<file path="src/rtl/reorder_buffer.sv">
// In-order retirement buffer: allocates at tail, marks entries done on completion,
// and commits or flushes from the head.
module reorder_buffer #(
    parameter int unsigned ROB_DEPTH   = 16,
    parameter int unsigned PC_WIDTH    = 32,
    parameter int unsigned PHY_ADDR_W  = 6,
    parameter int unsigned ARCH_ADDR_W = 5,
    localparam int unsigned IDX_W      = $clog2(ROB_DEPTH)
) (
    input  logic                   clk,
    input  logic                   rst,
    input  logic                   rob_incr_tail_ptr,
    input  logic [PC_WIDTH-1:0]    alloc_pc,
    input  logic [ARCH_ADDR_W-1:0] alloc_dest_arch,
    input  logic [PHY_ADDR_W-1:0]  alloc_dest_phy,
    input  logic [PHY_ADDR_W-1:0]  alloc_old_phy,
    input  logic                   alloc_has_dest,
    output logic [IDX_W-1:0]       rob_tail_ptr,
    output logic                   rob_full,
    output logic                   rob_empty,
    input  logic                   cmpl_en,
    input  logic [IDX_W-1:0]       cmpl_addr,
    input  logic                   cmpl_exception,
    output logic                   commit_valid,
    output logic [ARCH_ADDR_W-1:0] commit_dest_arch,
    output logic [PHY_ADDR_W-1:0]  commit_dest_phy,
    output logic [PHY_ADDR_W-1:0]  commit_old_phy,
    output logic                   commit_has_dest,
    output logic                   flush,
    output logic [PC_WIDTH-1:0]    pc_override
);

    localparam logic [IDX_W:0] PtrOne = 1;

    logic [IDX_W:0]          head_q, head_d;
    logic [IDX_W:0]          tail_q, tail_d;
    logic [ROB_DEPTH-1:0]    valid_q, valid_d;
    logic [ROB_DEPTH-1:0]    done_q, done_d;
    logic [ROB_DEPTH-1:0]    exc_q, exc_d;
    logic [PC_WIDTH-1:0]     pc_q        [ROB_DEPTH];
    logic [ARCH_ADDR_W-1:0]  dest_arch_q [ROB_DEPTH];
    logic [PHY_ADDR_W-1:0]   dest_phy_q  [ROB_DEPTH];
    logic [PHY_ADDR_W-1:0]   old_phy_q   [ROB_DEPTH];
    logic [ROB_DEPTH-1:0]    has_dest_q;

    logic [IDX_W-1:0] head_idx;
    logic [IDX_W-1:0] tail_idx;
    logic             alloc_ok;

    assign head_idx     = head_q[IDX_W-1:0];
    assign tail_idx     = tail_q[IDX_W-1:0];
    assign rob_tail_ptr = tail_idx;
    assign rob_empty    = (head_q == tail_q);
    assign rob_full     = (head_idx == tail_idx) && (head_q[IDX_W] != tail_q[IDX_W]);
    assign alloc_ok     = rob_incr_tail_ptr && !rob_full;

    assign commit_valid     = valid_q[head_idx] && done_q[head_idx] && !exc_q[head_idx];
    assign flush            = valid_q[head_idx] && done_q[head_idx] && exc_q[head_idx];
    assign pc_override      = flush ? pc_q[head_idx] : '0;
    assign commit_dest_arch = dest_arch_q[head_idx];
    assign commit_dest_phy  = dest_phy_q[head_idx];
    assign commit_old_phy   = old_phy_q[head_idx];
    assign commit_has_dest  = has_dest_q[head_idx];

    // Order matters: completion, then commit, then allocation, so a fresh
    // allocation always leaves its entry with done/exc cleared.
    always_comb begin
        head_d  = head_q;
        tail_d  = tail_q;
        valid_d = valid_q;
        done_d  = done_q;
        exc_d   = exc_q;
        if (flush) begin
            head_d  = '0;
            tail_d  = '0;
            valid_d = '0;
            done_d  = '0;
            exc_d   = '0;
        end else begin
            if (cmpl_en && valid_q[cmpl_addr]) begin
                done_d[cmpl_addr] = 1'b1;
                exc_d[cmpl_addr]  = cmpl_exception;
            end
            if (commit_valid) begin
                valid_d[head_idx] = 1'b0;
                done_d[head_idx]  = 1'b0;
                exc_d[head_idx]   = 1'b0;
                head_d            = head_q + PtrOne;
            end
            if (alloc_ok) begin
                valid_d[tail_idx] = 1'b1;
                done_d[tail_idx]  = 1'b0;
                exc_d[tail_idx]   = 1'b0;
                tail_d            = tail_q + PtrOne;
            end
        end
    end

    always_ff @(posedge clk) begin
        if (rst) begin
            head_q  <= '0;
            tail_q  <= '0;
            valid_q <= '0;
            done_q  <= '0;
            exc_q   <= '0;
        end else begin
            head_q  <= head_d;
            tail_q  <= tail_d;
            valid_q <= valid_d;
            done_q  <= done_d;
            exc_q   <= exc_d;
        end
    end

    // Payload needs no reset: it is only observed through valid entries.
    always_ff @(posedge clk) begin
        if (!rst && !flush && alloc_ok) begin
            pc_q[tail_idx]        <= alloc_pc;
            dest_arch_q[tail_idx] <= alloc_dest_arch;
            dest_phy_q[tail_idx]  <= alloc_dest_phy;
            old_phy_q[tail_idx]   <= alloc_old_phy;
            has_dest_q[tail_idx]  <= alloc_has_dest;
        end
    end

endmodule

</file>
<file path="config.mk">
export PLATFORM = sky130hd
export DESIGN_NAME = reorder_buffer
export DESIGN_NICKNAME = d
export VERILOG_FILES = /design/src/rtl/reorder_buffer.sv
export SDC_FILE = /design/constraint.sdc
export NUM_CORES = 1
export LEC_CHECK = 0
export BUFFER_PORTS_ARGS = -buffer_cell sky130_fd_sc_hd__buf_2
export CORE_ASPECT_RATIO = 1.25
export CORE_MARGIN = 1
export CORE_UTILIZATION = 35
export CTS_CLUSTER_SIZE = 28
export DETAILED_ROUTE_END_ITERATION = 6
export GPL_TIMING_DRIVEN = 0
export HOLD_SLACK_MARGIN = 0.12
export PLACE_DENSITY = 0.53
export SLEW_MARGIN = 20
export SYNTH_ARGS = -nofsm -noshare
export SYNTH_HDL_FRONTEND = slang
export SYNTH_SLANG_ARGS = --single-unit
</file>
<file path="constraint.sdc">
create_clock -name clk -period 5.1 [get_ports clk]
set_input_delay 1.53 -clock clk [delete_from_list [all_inputs] [get_ports clk]]
set_output_delay 1.53 -clock clk [all_outputs]
set_load 0.03 [all_outputs]
</file>
After elaboration in Yosys (flattened, before gate mapping) --
Memories as Yosys holds them, arrays and structs flattened. A register that Yosys moved wholly into a read port is not among the register bits. Cells that the tools add are included.
Operators by class: order comparisons 6, bitwise operators 9, reductions and logical operators 16, multiplexer cells 42, $add $sub $neg 2, eq/ne operators 3
Operator list (number):
- 2-to-1 mux 16 bit | 13
- bitwise AND 16 bit | 5
- bitwise mux 16 bit | 2
- 2-to-1 mux 32 bit | 1
- 2-to-1 mux 4 bit | 8
- NOT 16 bit | 2
- bitwise OR 16 bit | 2
- binary-select mux 1 bit (select 4 bit) | 5
- less-than comparator 4 x 5 -> 1 bit, second input constant | 3
- demux 1 bit (select 4 bit) | 3
- greater-or-equal comparator 4 x 1 -> 1 bit, second input constant | 3
- logical AND 1 bit | 11
- adder 5 x 1 -> 5 bit, second input constant | 2
- 2-to-1 mux 1 bit | 10
- == test 5 bit | 1
- == test 4 bit | 1
- zero test 1 bit | 4
- OR reduction 2 bit | 1
- inequality test 1 bit | 1
Storage, ports and cells: logic and storage cells 88, bits of input ports 59, register bits after elaboration 74, memories kept 4, bits in writable memories 784, output and inout port bits 58
Memory list:
- pc_q | depth 16, width 32, rd ports 1, clocked after memory_dff 1, wr ports 1, line 40 | logic [PC_WIDTH-1:0] pc_q [ROB_DEPTH];
- dest_phy_q | depth 16, width 6, rd ports 1, clocked after memory_dff 1, wr ports 1, line 42 | logic [PHY_ADDR_W-1:0] dest_phy_q [ROB_DEPTH];
- old_phy_q | depth 16, width 6, rd ports 1, clocked after memory_dff 1, wr ports 1, line 43 | logic [PHY_ADDR_W-1:0] old_phy_q [ROB_DEPTH];
- dest_arch_q | depth 16, width 5, rd ports 1, clocked after memory_dff 1, wr ports 1, line 41 | logic [ARCH_ADDR_W-1:0] dest_arch_q [ROB_DEPTH];

Longest topological paths before layout --
word-level depth 12, depth in mapped cells 10, depth with buffers taken out 7

Least setup slack after synthesis --
OpenSTA, ideal clock, no wires.
path kind input to register, start input port rob_incr_tail_ptr, end memory dest_arch_q[0][0], enable pin, cell stages on the path 5, path buffers 2, required time 4.641 ns, arrival time 4.398 ns, path slack 0.242 ns, library setup time 0.459 ns, cell sequence o21a_1 > clkbuf_1 > clkbuf_1 > nand3_1 > nor2_1
On the way: cells in the longest elaborated chain, start to end 4
RTL lines:
- from (decl) | line 12 | input logic rob_incr_tail_ptr,
- logical AND 1 bit | line 55 | assign alloc_ok = rob_incr_tail_ptr && !rob_full;
- logical AND 1 bit | line 117 | if (!rst && !flush && alloc_ok) begin
- 2-to-1 mux 1 bit | line 117
- 2-to-1 mux 1 bit (not written as such) | line 119 | dest_arch_q[tail_idx] <= alloc_dest_arch;
- to (decl) | line 41
Every way passes these cells.

Worst setup path in the final report --
start register head_q[2], end output port pc_override[2]
On the way: cells in the longest elaborated chain, start to end 5, elaborated cells between the ends (all ways) 9, classes of those cells mux (7); reduce/logical (2)
RTL lines:
- from (decl) | line 35 | logic [IDX_W:0] head_q, head_d;
- from (signal assigned) | line 101 | head_q <= '0;
- from (signal assigned) | line 107 | head_q <= head_d;
- binary-select mux 1 bit (select 4 bit) | line 58 | assign flush = valid_q[head_idx] && done_q[head_idx] && exc_q[head_idx];
- 2-to-1 mux 1 bit (not written as such) | line 58
- logical AND 1 bit | line 58
- logical AND 1 bit (*) | line 58
- 2-to-1 mux 32 bit (*) | line 59 | assign pc_override = flush ? pc_q[head_idx] : '0;
- to (decl) | line 30 | output logic [PC_WIDTH-1:0] pc_override
Mark *: on every way between the ends. The rest lies on a longest branch, timed or not. The select of a mux whose other input is x is not followed.

==> impl_metrics.ini <==
[outcome]
status = complete, no violations

[worst_setup_path]
crit_path_frequent_cell = buf_2
max_stage_delay_ns = 0.51
crit_path_max_fanout = 10
end_kind = output port
critPathSlowestCell = nor2b_1
worstPathArrival_ns = 3.48
crit_chain = buf_2 > nor2b_1 > a22o_1 > nor2_4 > or3_4 > inv_2 > clkbuf_2 > and2_1 > buf_2
cp-start-kind = register
r2r_setup_slack_ns = 1.08
criticalPathCategory = reg -> out
crit_required_ns = 3.57

[synth]
yosys-top-cells-count = edfxtp_1, mux4_2, dfxtp_1
yosysWarnings = 0
synth_top_area_cell = edfxtp_1
synth-seq-cells = 862
synth_top_area_share = 0.710
yosysUniqueCellTypes = 47
synth.area.top_cells = edfxtp_1, mux4_2, dfxtp_1, and2_1, clkbuf_1
avgSynthCellArea_um2 = 21.4
netlist_area_um2 = 33800
yosysMostFrequentCell = edfxtp_1
synth-edff-count = 800
seq_area_frac_synth = 0.746
synthesis.nets = 1649
synth_top_flop_cell = edfxtp_1
syn_inst = 1582
synthArstFlopShare = 0

[power]
p_per_area_nw_per_um2 = 362
irDropWorstVdd_mv = 0.273
leakagePower_nw = 12.7

[global_route]
grt_pass1_wl_um = 125000
grt_pass1_vias = 17700
grt_max_degree = 33
antenna_found_initial = 13
grt-ovfl-total = 0
grt.total_usage = 0.180

[drt]
postRouteAntennaNets = 0
vias_per_cell = 5.24
drc_errors = 0
wl_per_cell_um = 27.2
drt_first_pass_iters = 6
num_vias = 16700
routed_wl_um = 86700
first_iter_violations = 1642

[sta]
clock_skew_ns = 0.0275
slew_headroom = 0.331
rsz0062_at_grt = no
slew_violations = 0
tightest_slew_ns = 1.00
finalHoldViolations = 0
layout_setup_ws_ns = 0.0868
setup_tns_ns = 0
report.final.setup_viol = 0
fin_crit_ns = 5.01
clock.fmax_ghz = 0.199
fin_crit_sh = 0.983

[floorplanning]
start_util = 0.353
ioPinCount = 117
core_um2 = 95800
die_w_um = 280
rows = 127
die_y_um = 350
design.die.area_um2 = 98000

[clocking]
cts_tree = yes
path_clk_slew_ns = 0.06
root_buffer = clkbuf_16
cts_max_level = 3
postCtsSetupBuffers = 0
clock_latency_ns = 0.65
clock_sinks = 862
clockBufferDepth = 3
numCtsBuffers = 88

[hold_path]
hold_path.class = reg -> reg

[finish]
drive_gt1_frac = 0.340
nets = 1889
area_growth_pct = 17.8
fillers = 8348

[place]
port-buffer-count = 112
pre_cts_ws_ns = 0.00846
dp_hpwl_um = 55400
gp_congestion = 0.851

[run]
maxCapViolCount = 0
worst paths after layout:
check | start | to | depth (start not counted)
hold reg to reg | done_q[11] | done_q[11] | 2
hold / removal | done_q[11] | done_q[11] | 2
setup reg to reg | head_q[0] | pc_q[15][11] | 13
setup / recovery | head_q[2] | pc_override[2] | 9
layout by cell type, fill, tap and decap left out, drive strengths merged, types with 19 or more instances in the layout:
master / instances
edfxtp: 800
clkinv: 33
a21oi: 32
buf: 199
nor2: 54
dfxtp: 62
a21o: 19
nand2: 45
mux4: 262
and2: 41
clkbuf: 169
report_power, final:
| group | switching (mW) | total, mW | internal (mW) | leakage (nW) |
|---|---|---|---|---|
| clock | 2.63 | 6.28 | 3.65 | 1.35 |
| sequential | 0.0161 | 7.79 | 7.77 | 7.71 |
| combinational | 0.246 | 0.367 | 0.121 | 3.61 |
| total | 2.89 | 14.4 | 11.5 | 12.7 |
logic make-up after synthesis:
kind of cell	synth area share
XOR/XNOR	0.00233
AO/OA/AOI/OAI	0.0224
flip-flops	0.746
multiplexers	0.179
adder cells (fa/ha/maj)	0.00296
buffers and inverters	0.0162
AND/OR/NAND/NOR	0.0303
final cells by class:
class,count,area [um2],area share
well taps,1290,1610,0.0405
clock inverters,44,397,0.00995
diodes,7,17.5,0.000439
repair buffers,152,1450,0.0364
multi-input cells,601,8140,0.204
flip-flops and latches,862,25300,0.634
inverters,16,60.1,0.00151
plain buffers,101,544,0.0136
clock buffers,116,2390,0.0600
routing by layer:
metal | wire (um) | global-route usage | vias to the layer above | part of all wire
met5 | 48 | 0 | - | 0.00055
met4 | 1670 | 0.0488 | 8 | 0.019
met3 | 4880 | 0.0330 | 112 | 0.056
met2 | 44000 | 0.306 | 485 | 0.51
met1 | 36100 | 0.235 | 9039 | 0.42
li1 | - | - | 7078 | -
worst max-delay path, delay by kind of cell (launching register included):
family          cells  cell delay (ns)
buf+inv             4             0.97
compound gates      1             0.26
simple gates        4             1.30
flops               1             0.30
per-stage QoR:
step,area (um2),power (mW),utilization,instances,hold slack [ns]
after floorplan,33800,8.11,-,1582,0.429
after global routing,39900,14.8,0.416,3183,0.495
final,39900,14.4,0.416,3189,0.471
after CTS,39900,14.6,0.416,3182,0.469
after global placement,36000,8.28,0.376,2984,0.451
after detailed placement,37000,8.31,0.386,3024,0.456
sequential cells by signal (all words and copies together), names as in the netlist, named ones only:
signal,flops
dest_arch_q,80
dest_phy_q,96
done_q,16
exc_q,16
has_dest_q,16
head_q,5
old_phy_q,96
pc_q,512
tail_q,5
valid_q,16
timing repair:
| action | 4_1_cts | 5_1_grt |
|---|---|---|
| endpoints found under the setup margin | 49 | 6 |
| hold buffers | 0 | 0 |
| gates resized for setup | 30 | 6 |
No activity file was read; power rests on OpenSTA's default activity.
